--- src/rtl/uart_pkg.sv ---
// Shared definitions for the UART loopback path: byte width and the
// receive-buffer controller state encoding.
package uart_pkg;

  localparam int BYTE_W = 8;

  typedef enum logic [2:0] {
    IDLE      = 3'd0,
    LOAD      = 3'd1,
    START     = 3'd2,
    WAIT_BUSY = 3'd3,
    WAIT_DONE = 3'd4
  } uart_state_e;

endpackage

--- src/rtl/uart_byte_fifo.sv ---
// Circular byte FIFO between the UART Receiver and the TX handoff FSM.
// A write into a full FIFO is still accepted when a read happens on the same
// edge. The read port is combinational, so a same-edge write to the slot
// being read leaves the old byte on rd_data.
module uart_byte_fifo
  import uart_pkg::*;
#(
  parameter int DEPTH = 8,
  parameter int PTR_W = 3
) (
  input  logic              clk,
  input  logic              rst_n,
  input  logic              wr_en,
  input  logic [BYTE_W-1:0] wr_data,
  input  logic              rd_en,
  output logic [BYTE_W-1:0] rd_data,
  output logic [PTR_W:0]    count,
  output logic              overflow
);

  localparam logic [PTR_W:0] FULL_CNT = (PTR_W+1)'(DEPTH);

  logic [BYTE_W-1:0] mem [DEPTH];
  logic [PTR_W-1:0]  wr_ptr;
  logic [PTR_W-1:0]  rd_ptr;
  logic              full;
  logic              wr_ok;

  assign full    = (count == FULL_CNT);
  assign wr_ok   = wr_en && (!full || rd_en);
  assign rd_data = mem[rd_ptr];

  // Byte storage; contents are data only and carry no reset.
  always_ff @(posedge clk) begin
    if (wr_ok) mem[wr_ptr] <= wr_data;
  end

  // Pointers, occupancy and the sticky drop flag.
  always_ff @(posedge clk or negedge rst_n) begin
    if (!rst_n) begin
      wr_ptr   <= '0;
      rd_ptr   <= '0;
      count    <= '0;
      overflow <= 1'b0;
    end else begin
      if (wr_ok) wr_ptr <= wr_ptr + PTR_W'(1);
      if (rd_en) rd_ptr <= rd_ptr + PTR_W'(1);
      if (wr_en && !wr_ok) overflow <= 1'b1;
      case ({wr_ok, rd_en})
        2'b10:   count <= count + (PTR_W+1)'(1);
        2'b01:   count <= count - (PTR_W+1)'(1);
        default: count <= count;
      endcase
    end
  end

endmodule

--- src/rtl/uart_rx_buffer_ctrl.sv ---
// Loopback buffer: captures Receiver bytes into a FIFO and hands them one at
// a time to the Sender with a one-cycle TX_EN pulse. If the Sender does not
// go busy within BUSY_TIMEOUT cycles of the pulse, TX_EN is re-issued with
// the same TX_DATA.
module uart_rx_buffer_ctrl
  import uart_pkg::*;
#(
  parameter int DEPTH        = 8,
  parameter int PTR_W        = 3,
  parameter int BUSY_TIMEOUT = 4
) (
  input  logic              BaudRate_clk,
  input  logic              reset,
  input  logic [BYTE_W-1:0] RX_DATA,
  input  logic              RX_STATUS,
  input  logic              TX_STATUS,
  output logic [BYTE_W-1:0] TX_DATA,
  output logic              TX_EN,
  output logic [PTR_W:0]    FIFO_COUNT,
  output logic              OVERFLOW
);

  localparam int              TMR_W    = (BUSY_TIMEOUT > 1) ? $clog2(BUSY_TIMEOUT) : 1;
  localparam logic [TMR_W-1:0] TMR_LAST = TMR_W'(BUSY_TIMEOUT - 1);

  uart_state_e       state;
  uart_state_e       state_nx;
  logic [TMR_W-1:0]  timer;
  logic [TMR_W-1:0]  timer_nx;
  logic              rd_en;
  logic [BYTE_W-1:0] fifo_rd_data;

  uart_byte_fifo #(
    .DEPTH (DEPTH),
    .PTR_W (PTR_W)
  ) u_fifo (
    .clk      (BaudRate_clk),
    .rst_n    (reset),
    .wr_en    (RX_STATUS),
    .wr_data  (RX_DATA),
    .rd_en    (rd_en),
    .rd_data  (fifo_rd_data),
    .count    (FIFO_COUNT),
    .overflow (OVERFLOW)
  );

  // Handoff FSM: next state, FIFO read strobe and busy-wait timer.
  always_comb begin
    state_nx = state;
    timer_nx = timer;
    rd_en    = 1'b0;
    unique case (state)
      IDLE: begin
        if ((FIFO_COUNT != '0) && TX_STATUS) state_nx = LOAD;
      end
      LOAD: begin
        rd_en    = 1'b1;
        state_nx = START;
      end
      START: begin
        timer_nx = '0;
        state_nx = WAIT_BUSY;
      end
      WAIT_BUSY: begin
        if (!TX_STATUS)             state_nx = WAIT_DONE;
        else if (timer == TMR_LAST) state_nx = START;
        else                        timer_nx = timer + TMR_W'(1);
      end
      WAIT_DONE: begin
        if (TX_STATUS) state_nx = IDLE;
      end
      default: state_nx = IDLE;
    endcase
  end

  // State, timer and registered TX outputs; TX_EN is high exactly while in START.
  always_ff @(posedge BaudRate_clk or negedge reset) begin
    if (!reset) begin
      state   <= IDLE;
      timer   <= '0;
      TX_EN   <= 1'b0;
      TX_DATA <= '0;
    end else begin
      state <= state_nx;
      timer <= timer_nx;
      TX_EN <= (state_nx == START);
      if (rd_en) TX_DATA <= fifo_rd_data;
    end
  end

endmodule

--- config.mk ---
export PLATFORM = sky130hd
export DESIGN_NAME = uart_rx_buffer_ctrl
export DESIGN_NICKNAME = d
export VERILOG_FILES = /design/src/rtl/uart_pkg.sv /design/src/rtl/uart_byte_fifo.sv /design/src/rtl/uart_rx_buffer_ctrl.sv
export SDC_FILE = /design/constraint.sdc
export NUM_CORES = 1
export LEC_CHECK = 0
export CAP_MARGIN = 20
export CORE_ASPECT_RATIO = 0.8
export CORE_MARGIN = 5
export CORE_UTILIZATION = 62
export DETAILED_ROUTE_END_ITERATION = 12
export GPL_ROUTABILITY_DRIVEN = 0
export PLACE_DENSITY_LB_ADDON = 0.3
export REMOVE_ABC_BUFFERS = 1
export SYNTH_ARGS = -nofsm -noshare
export SYNTH_HDL_FRONTEND = slang
export SYNTH_SLANG_ARGS = --single-unit
--- constraint.sdc ---
create_clock -name BaudRate_clk -period 4.1 [get_ports BaudRate_clk]
set_input_delay 0.82 -clock BaudRate_clk [delete_from_list [all_inputs] [get_ports BaudRate_clk]]
set_output_delay 0.82 -clock BaudRate_clk [all_outputs]
set_load 0.1 [all_outputs]
==> impl_metrics.env, run 1 <==
export IMPL_run_status="finished clean"
export IMPL_drtAntennaViolNets=0
export IMPL_multi_input_area_sq_um=1100
export IMPL_numClockSinks=89
export IMPL_final_util=0.730
export IMPL_syn_avg_cell_area_sq_um=14.9
export IMPL_ctsHoldBuffers=0
export IMPL_die_area_sq_um=7650
export IMPL_grt_pass1_vias=2198
export IMPL_num_io_pins=26
export IMPL_avgViaCountPerCell=5.67
export IMPL_cp_max_fo=5
export IMPL_yosys_warnings=0
export IMPL_hold_slack_ns=0.483
export IMPL_crit_type="register to output port"
export IMPL_synthCells=249
export IMPL_clkLatencyLatePin_ns=0.36
export IMPL_start_util=0.632
export IMPL_core_rowCount=25
export IMPL_core_area_sq_um=5880
export IMPL_synth_cell_types=37
export IMPL_syn2layout_area_growth_pct=15.6
export IMPL_synth_async_reset_ratio=0.281
export IMPL_worstPathRequired_ns=3.28
export IMPL_dr_pass1_iters=4
export IMPL_critPathMaxStageDelay_ns=1.18
export IMPL_place_hpwl_microns=4910
export IMPL_wl_per_cell_microns=19.6
export IMPL_crit_chain="clkdlybuf4s50_1"
export IMPL_numCtsBuffers=9
export IMPL_start_kind="register"
export IMPL_grt_usage=0.218
export IMPL_grt_ovfl_total=0
export IMPL_path_clk_slew_ns=0.08
export IMPL_finalPower_mw=3.54
export IMPL_cts_resized_gates=0
export IMPL_drt_iter0_markers=173
export IMPL_drt_wl_total_microns=7160
export IMPL_cp_top_family="buffers and inverters"
export IMPL_fin_skew_ns=0.00711
export IMPL_setup_violations_final=0
export IMPL_hold_class="register to register"
export IMPL_die_x_microns=96.6
export IMPL_grt_max_degree=23
export IMPL_port_buffers=25
export IMPL_seq_area_sq_um=2550
export IMPL_antenna_found_initial=0
export IMPL_final_max_slew_viol_count=0
export IMPL_cp_end_kind="output port"
export IMPL_rsz0062_at_grt="no"
export IMPL_fin_area_sq_um=4300
export IMPL_synth_seq_cells=89
export IMPL_post_route_min_period_ns=2.83
export IMPL_via_count=2077
export IMPL_dpl_instance_area_sq_um=4070
export IMPL_fill_cells=408
export IMPL_p_leak_nw=1.67
export IMPL_dominantRegCellSynth="edfxtp_1"
export IMPL_cts_setup_buffers=0
export IMPL_crit_arrival_ns=2.01
export IMPL_synth_edf_count=64
export IMPL_slowest_stage="clkdlybuf4s50_1"
export IMPL_drv_cap=0
export IMPL_clock_tree_root_cell="clkbuf_8"
export IMPL_nNetsFinal=298
export IMPL_seq_area_frac_synth=0.686
export IMPL_tightest_slew_ns=0.974
export IMPL_grt_pass1_wl_microns=11800
export IMPL_hold_violations=0
export IMPL_die_h_microns=79.2
export IMPL_drive_gt1_frac=0.116
export IMPL_fin_crit_sh=0.690
export IMPL_slew_headroom=0.349
export IMPL_peakVddDrop_v=0.000632
export IMPL_syn_area_sq_um=3720
export IMPL_cts_buffer_depth=2
export IMPL_cts_tree="done"
export IMPL_post_route_drc_count=0
export IMPL_path_buf_inv=1
export IMPL_power_density_nw_per_um2=825
export IMPL_htreeDepth=3
export IMPL_antenna_cells=0
export IMPL_fmax_ghz=0.354
export IMPL_fin_tns_setup_ns=0
==> state kept, by name, indices dropped and copies added (netlist names) <==
register         cells
TX_DATA              8
timer                2
u_fifo.mem          64
state                3
u_fifo.rd_ptr        3
u_fifo.wr_ptr        3
u_fifo.count         4
u_fifo.overflow      1
TX_EN                1
==> synthesized netlist by cell type (2+ instances only) <==
cell	number	area [sq um]
a22o_1	3	26.3
a22oi_1	16	120
xnor2_1	6	52.6
nand3b_1	2	15.0
mux2_4	2	30.0
nand3_1	10	50.1
nor2b_1	2	12.5
nand2b_1	4	25.0
nand2_4	2	22.5
nor3b_1	2	15.0
dfrtp_1	25	626
nor3_1	3	15.0
nand2_1	25	93.8
inv_1	3	11.3
a21oi_1	4	20.0
ha_1	5	62.6
edfxtp_1	64	1920
buf_2	8	40.0
clkbuf_1	2	7.51
mux2i_1	34	340
nor2_1	11	41.3
==> path summary, 6_finish.rpt <==
check                                            start                            to  depth (start not counted)  slack [ns]
max                        u_fifo.count[1]$_DFFE_PN0P_                 FIFO_COUNT[1]                          1        1.27
max reg2reg                         state[0]$_DFF_PN0_    u_fifo.mem[6][3]$_DFFE_PP_                          4        1.81
min in group asynchronous                        reset          timer[1]$_DFFE_PN0P_                          1        0.82
max in group asynchronous                        reset  u_fifo.wr_ptr[2]$_DFFE_PN0P_                          2        2.80
min                             TX_DATA[7]$_DFFE_PN0N_        TX_DATA[7]$_DFFE_PN0N_                          2        0.48
min reg2reg                     TX_DATA[7]$_DFFE_PN0N_        TX_DATA[7]$_DFFE_PN0N_                          2        0.48
==> logic make-up (layout without fill, tap and decap cells) <==
group,Yosys count,after routing,synth area share
and+or+nand+nor,70,70,0.105
muxes,37,37,0.103
DFF,89,89,0.686
adders and majority gates,6,6,0.0222
xor gates and xnor gates,7,7,0.0165
buffers and inverters,15,51,0.0189
AOI/OAI and AO/OA,25,25,0.0492
==> final cells by class <==
class | instances | share of cell area
sequential | 89 | 0.593
multi-input combinational | 145 | 0.256
timing repair buffer | 32 | 0.0798
tap | 81 | 0.0236
clock buffer | 9 | 0.0288
inverter | 3 | 0.00262
clock inverter | 7 | 0.0163
==> stage by stage <==
stage               worst slack [ns]  instances
finish                          1.27        366
global route                    1.20        366
CTS                             1.26        365
detailed placement              1.16        349
global placement                1.22        348
floorplan                       1.58        237
==> metal layers <==
layer,vias to the layer above,share of wire,global-route usage
met2,58,0.50,0.346
met4,0,0.014,0.0602
met5,-,0,0
met1,1024,0.42,0.296
li1,985,-,-
met3,10,0.067,0.0634
==> cell usage in the layout (no fill, tap or decap), types with 3 or more instances in the layout <==
cell,count
a21oi_1,4
a22o_1,3
a22oi_1,16
buf_4,5
clkbuf_8,9
clkdlybuf4s50_1,25
clkinvlp_4,3
dfrtp_1,25
edfxtp_1,64
ha_1,5
inv_1,3
mux2i_1,34
nand2_1,25
nand2b_1,4
nand3_1,10
nor2_1,11
nor3_1,3
xnor2_1,6
==> power by group <==
group	internal, mW	total [mW]	switching, mW
Combinational	0.545	1.60	1.05
Sequential	1.19	1.36	0.173
Clock	0.280	0.582	0.302
Note: power is estimated with default switching activity, not from simulation.
==> run 2, diff against run 1 <==
Settings changed: CORE_UTILIZATION 62 to 52.
Clock period 4.1 ns to 2.6 ns, I/O delays scaled along.
==> run 2 against run 1 <==
  * Design area grew 0.26%
  * Clock power grew 61%
  * Die area grew 17%
  * Hold slack lost 0.0050 ns
  * Clock skew grew 0.0020 ns
  * Setup slack lost 1.0 ns
  * Critical endpoint is now u_fifo.count[3]$_DFFE_PN0P_
  * Largest power group unchanged
==> impl_metrics.env, run 2 (synthesis gave the netlist of run 1 again) <==
export IMPL_run_status="finished clean"
export IMPL_largest_register="u_fifo.mem"
export IMPL_numClockSinks=89
export IMPL_fill_cells=513
export IMPL_cts_buffer_depth=2
export IMPL_tightest_slew_ns=0.779
export IMPL_port_buffers=25
export IMPL_antenna_cells=0
export IMPL_path_clk_slew_ns=0.09
export IMPL_clkLatencyLatePin_ns=0.35
export IMPL_cts_tree="done"
export IMPL_ctsHoldBuffers=0
export IMPL_setup_ws_ns=0.253
export IMPL_p_leak_nw=1.71
export IMPL_wl_per_cell_microns=17.4
export IMPL_antenna_found_initial=0
export IMPL_grt_usage=0.159
export IMPL_final_max_slew_viol_count=0
export IMPL_avgViaCountPerCell=5.41
export IMPL_drtAntennaViolNets=0
export IMPL_crit_arrival_ns=2.63
export IMPL_place_ws_ns=0.257
export IMPL_critPathMaxStageDelay_ns=0.51
export IMPL_cts_setup_buffers=0
export IMPL_cp_end_kind="register"
export IMPL_drt_iter0_markers=93
export IMPL_drt_wl_total_microns=6620
export IMPL_drv_cap=0
export IMPL_grt_ovfl_total=0
export IMPL_fin_skew_ns=0.00910
export IMPL_seq_area_sq_um=2550
export IMPL_numCtsBuffers=9
export IMPL_slew_headroom=0.480
export IMPL_power_density_nw_per_um2=1280
export IMPL_cp_top_family="simple AND/OR/NAND/NOR gates"
export IMPL_mostFrequentLayoutCells="64 x edfxtp_1, 34 x mux2i_1, 30 x buf_4"
export IMPL_crit_chain="nor3b_1 > nand2b_2 > inv_1 > ha_1 > a21o_1 > a21oi_1 > mux2i_1 > xor2_1"
export IMPL_grt_pass1_vias=2118
export IMPL_multi_input_area_sq_um=1100
export IMPL_die_h_microns=85.6
export IMPL_num_io_pins=26
export IMPL_final_util=0.622
export IMPL_start_kind="register"
export IMPL_path_buf_inv=1
export IMPL_clock_tree_root_cell="clkbuf_8"
export IMPL_setup_violations_final=0
export IMPL_grt_pass1_wl_microns=10700
export IMPL_drive_gt1_frac=0.194
export IMPL_finalNonFillerCells=381
export IMPL_fin_crit_sh=0.903
export IMPL_via_count=2061
export IMPL_syn2layout_area_growth_pct=15.9
export IMPL_grt_max_degree=35
export IMPL_top_regs="u_fifo.mem (64), TX_DATA (8), u_fifo.count (4)"
export IMPL_die_area_sq_um=8950
export IMPL_rsz0062_at_grt="no"
export IMPL_dr_pass1_iters=5
export IMPL_largest_reg_flops=64
export IMPL_cp_max_fo=11
export IMPL_hold_class="register to register"
export IMPL_post_route_drc_count=0
export IMPL_worstPathRequired_ns=2.88
export IMPL_place_hpwl_microns=4500
export IMPL_start_util=0.537
export IMPL_dp_cells=365
export IMPL_slowest_stage="dfrtp_1"
export IMPL_fin_tns_setup_ns=0
export IMPL_cts_resized_gates=0
export IMPL_nNetsFinal=307
export IMPL_crit_type="register to register"
export IMPL_fmax_ghz=0.426
export IMPL_final_common_cell="edfxtp_1"
export IMPL_finalPower_mw=5.51
export IMPL_core_area_sq_um=6930
export IMPL_htreeDepth=3
export IMPL_core_rowCount=27
export IMPL_die_x_microns=105
export IMPL_post_route_min_period_ns=2.35
export IMPL_r2r_setup_slack_ns=0.25
export IMPL_peakVddDrop_v=0.000610
export IMPL_hold_violations=0
[run 2: layout make-up]
| cell class | count | share of cell area |
|---|---|---|
| Inverter | 3 | 0.00261 |
| Multi-Input combinational cell | 145 | 0.255 |
| Sequential cell | 89 | 0.592 |
| Timing Repair Buffer | 41 | 0.0779 |
| Clock buffer | 10 | 0.0320 |
| Clock inverter | 6 | 0.0157 |
| Tap cell | 87 | 0.0253 |
[run 2: per-layer routing]
| layer | wire length (microns) | vias to the layer above | track usage |
|---|---|---|---|
| met3 | 366 | 9 | 0.0512 |
| li1 | - | 1006 | - |
| met5 | 0 | - | 0 |
| met1 | 3040 | 1004 | 0.215 |
| met2 | 3110 | 42 | 0.243 |
| met4 | 104 | 0 | 0.0565 |
[run 2: worst paths after layout]
check,cells after the start,from,to
hold reg to reg,2,TX_DATA[3]$_DFFE_PN0N_,TX_DATA[3]$_DFFE_PN0N_
setup reg to reg,8,state[0]$_DFF_PN0_,u_fifo.count[3]$_DFFE_PN0P_
max in group asynchronous,2,reset,TX_DATA[2]$_DFFE_PN0N_
hold / removal,2,TX_DATA[3]$_DFFE_PN0N_,TX_DATA[3]$_DFFE_PN0N_
setup / recovery,8,state[0]$_DFF_PN0_,u_fifo.count[3]$_DFFE_PN0P_
min in group asynchronous,2,reset,timer[0]$_DFFE_PN0P_
[run 2: worst register-to-register path, cell delays in order (launching register included)]
cell and delay, ns:
dfrtp_1 0.51, nor3b_1 0.49, nand2b_2 0.19, inv_1 0.12, ha_1 0.23, a21o_1 0.18, a21oi_1 0.17, mux2i_1 0.23
xor2_1 0.15
[run 2: report_power, final]
group	total, mW	switching [mW]	internal [mW]	leakage, nW
sequential	2.11	0.237	1.88	0.884
clock	0.935	0.466	0.469	0.0868
combinational	2.46	1.65	0.810	0.743
[run 2: metrics by stage]
| stage | cell area [sq um] | hold slack (ns) |
|---|---|---|
| floorplan | 3660 | 0.224 |
| global placement | 4100 | 0.460 |
| detailed placement | 4100 | 0.466 |
| CTS | 4310 | 0.486 |
| global route | 4310 | 0.519 |
| finish | 4310 | 0.478 |
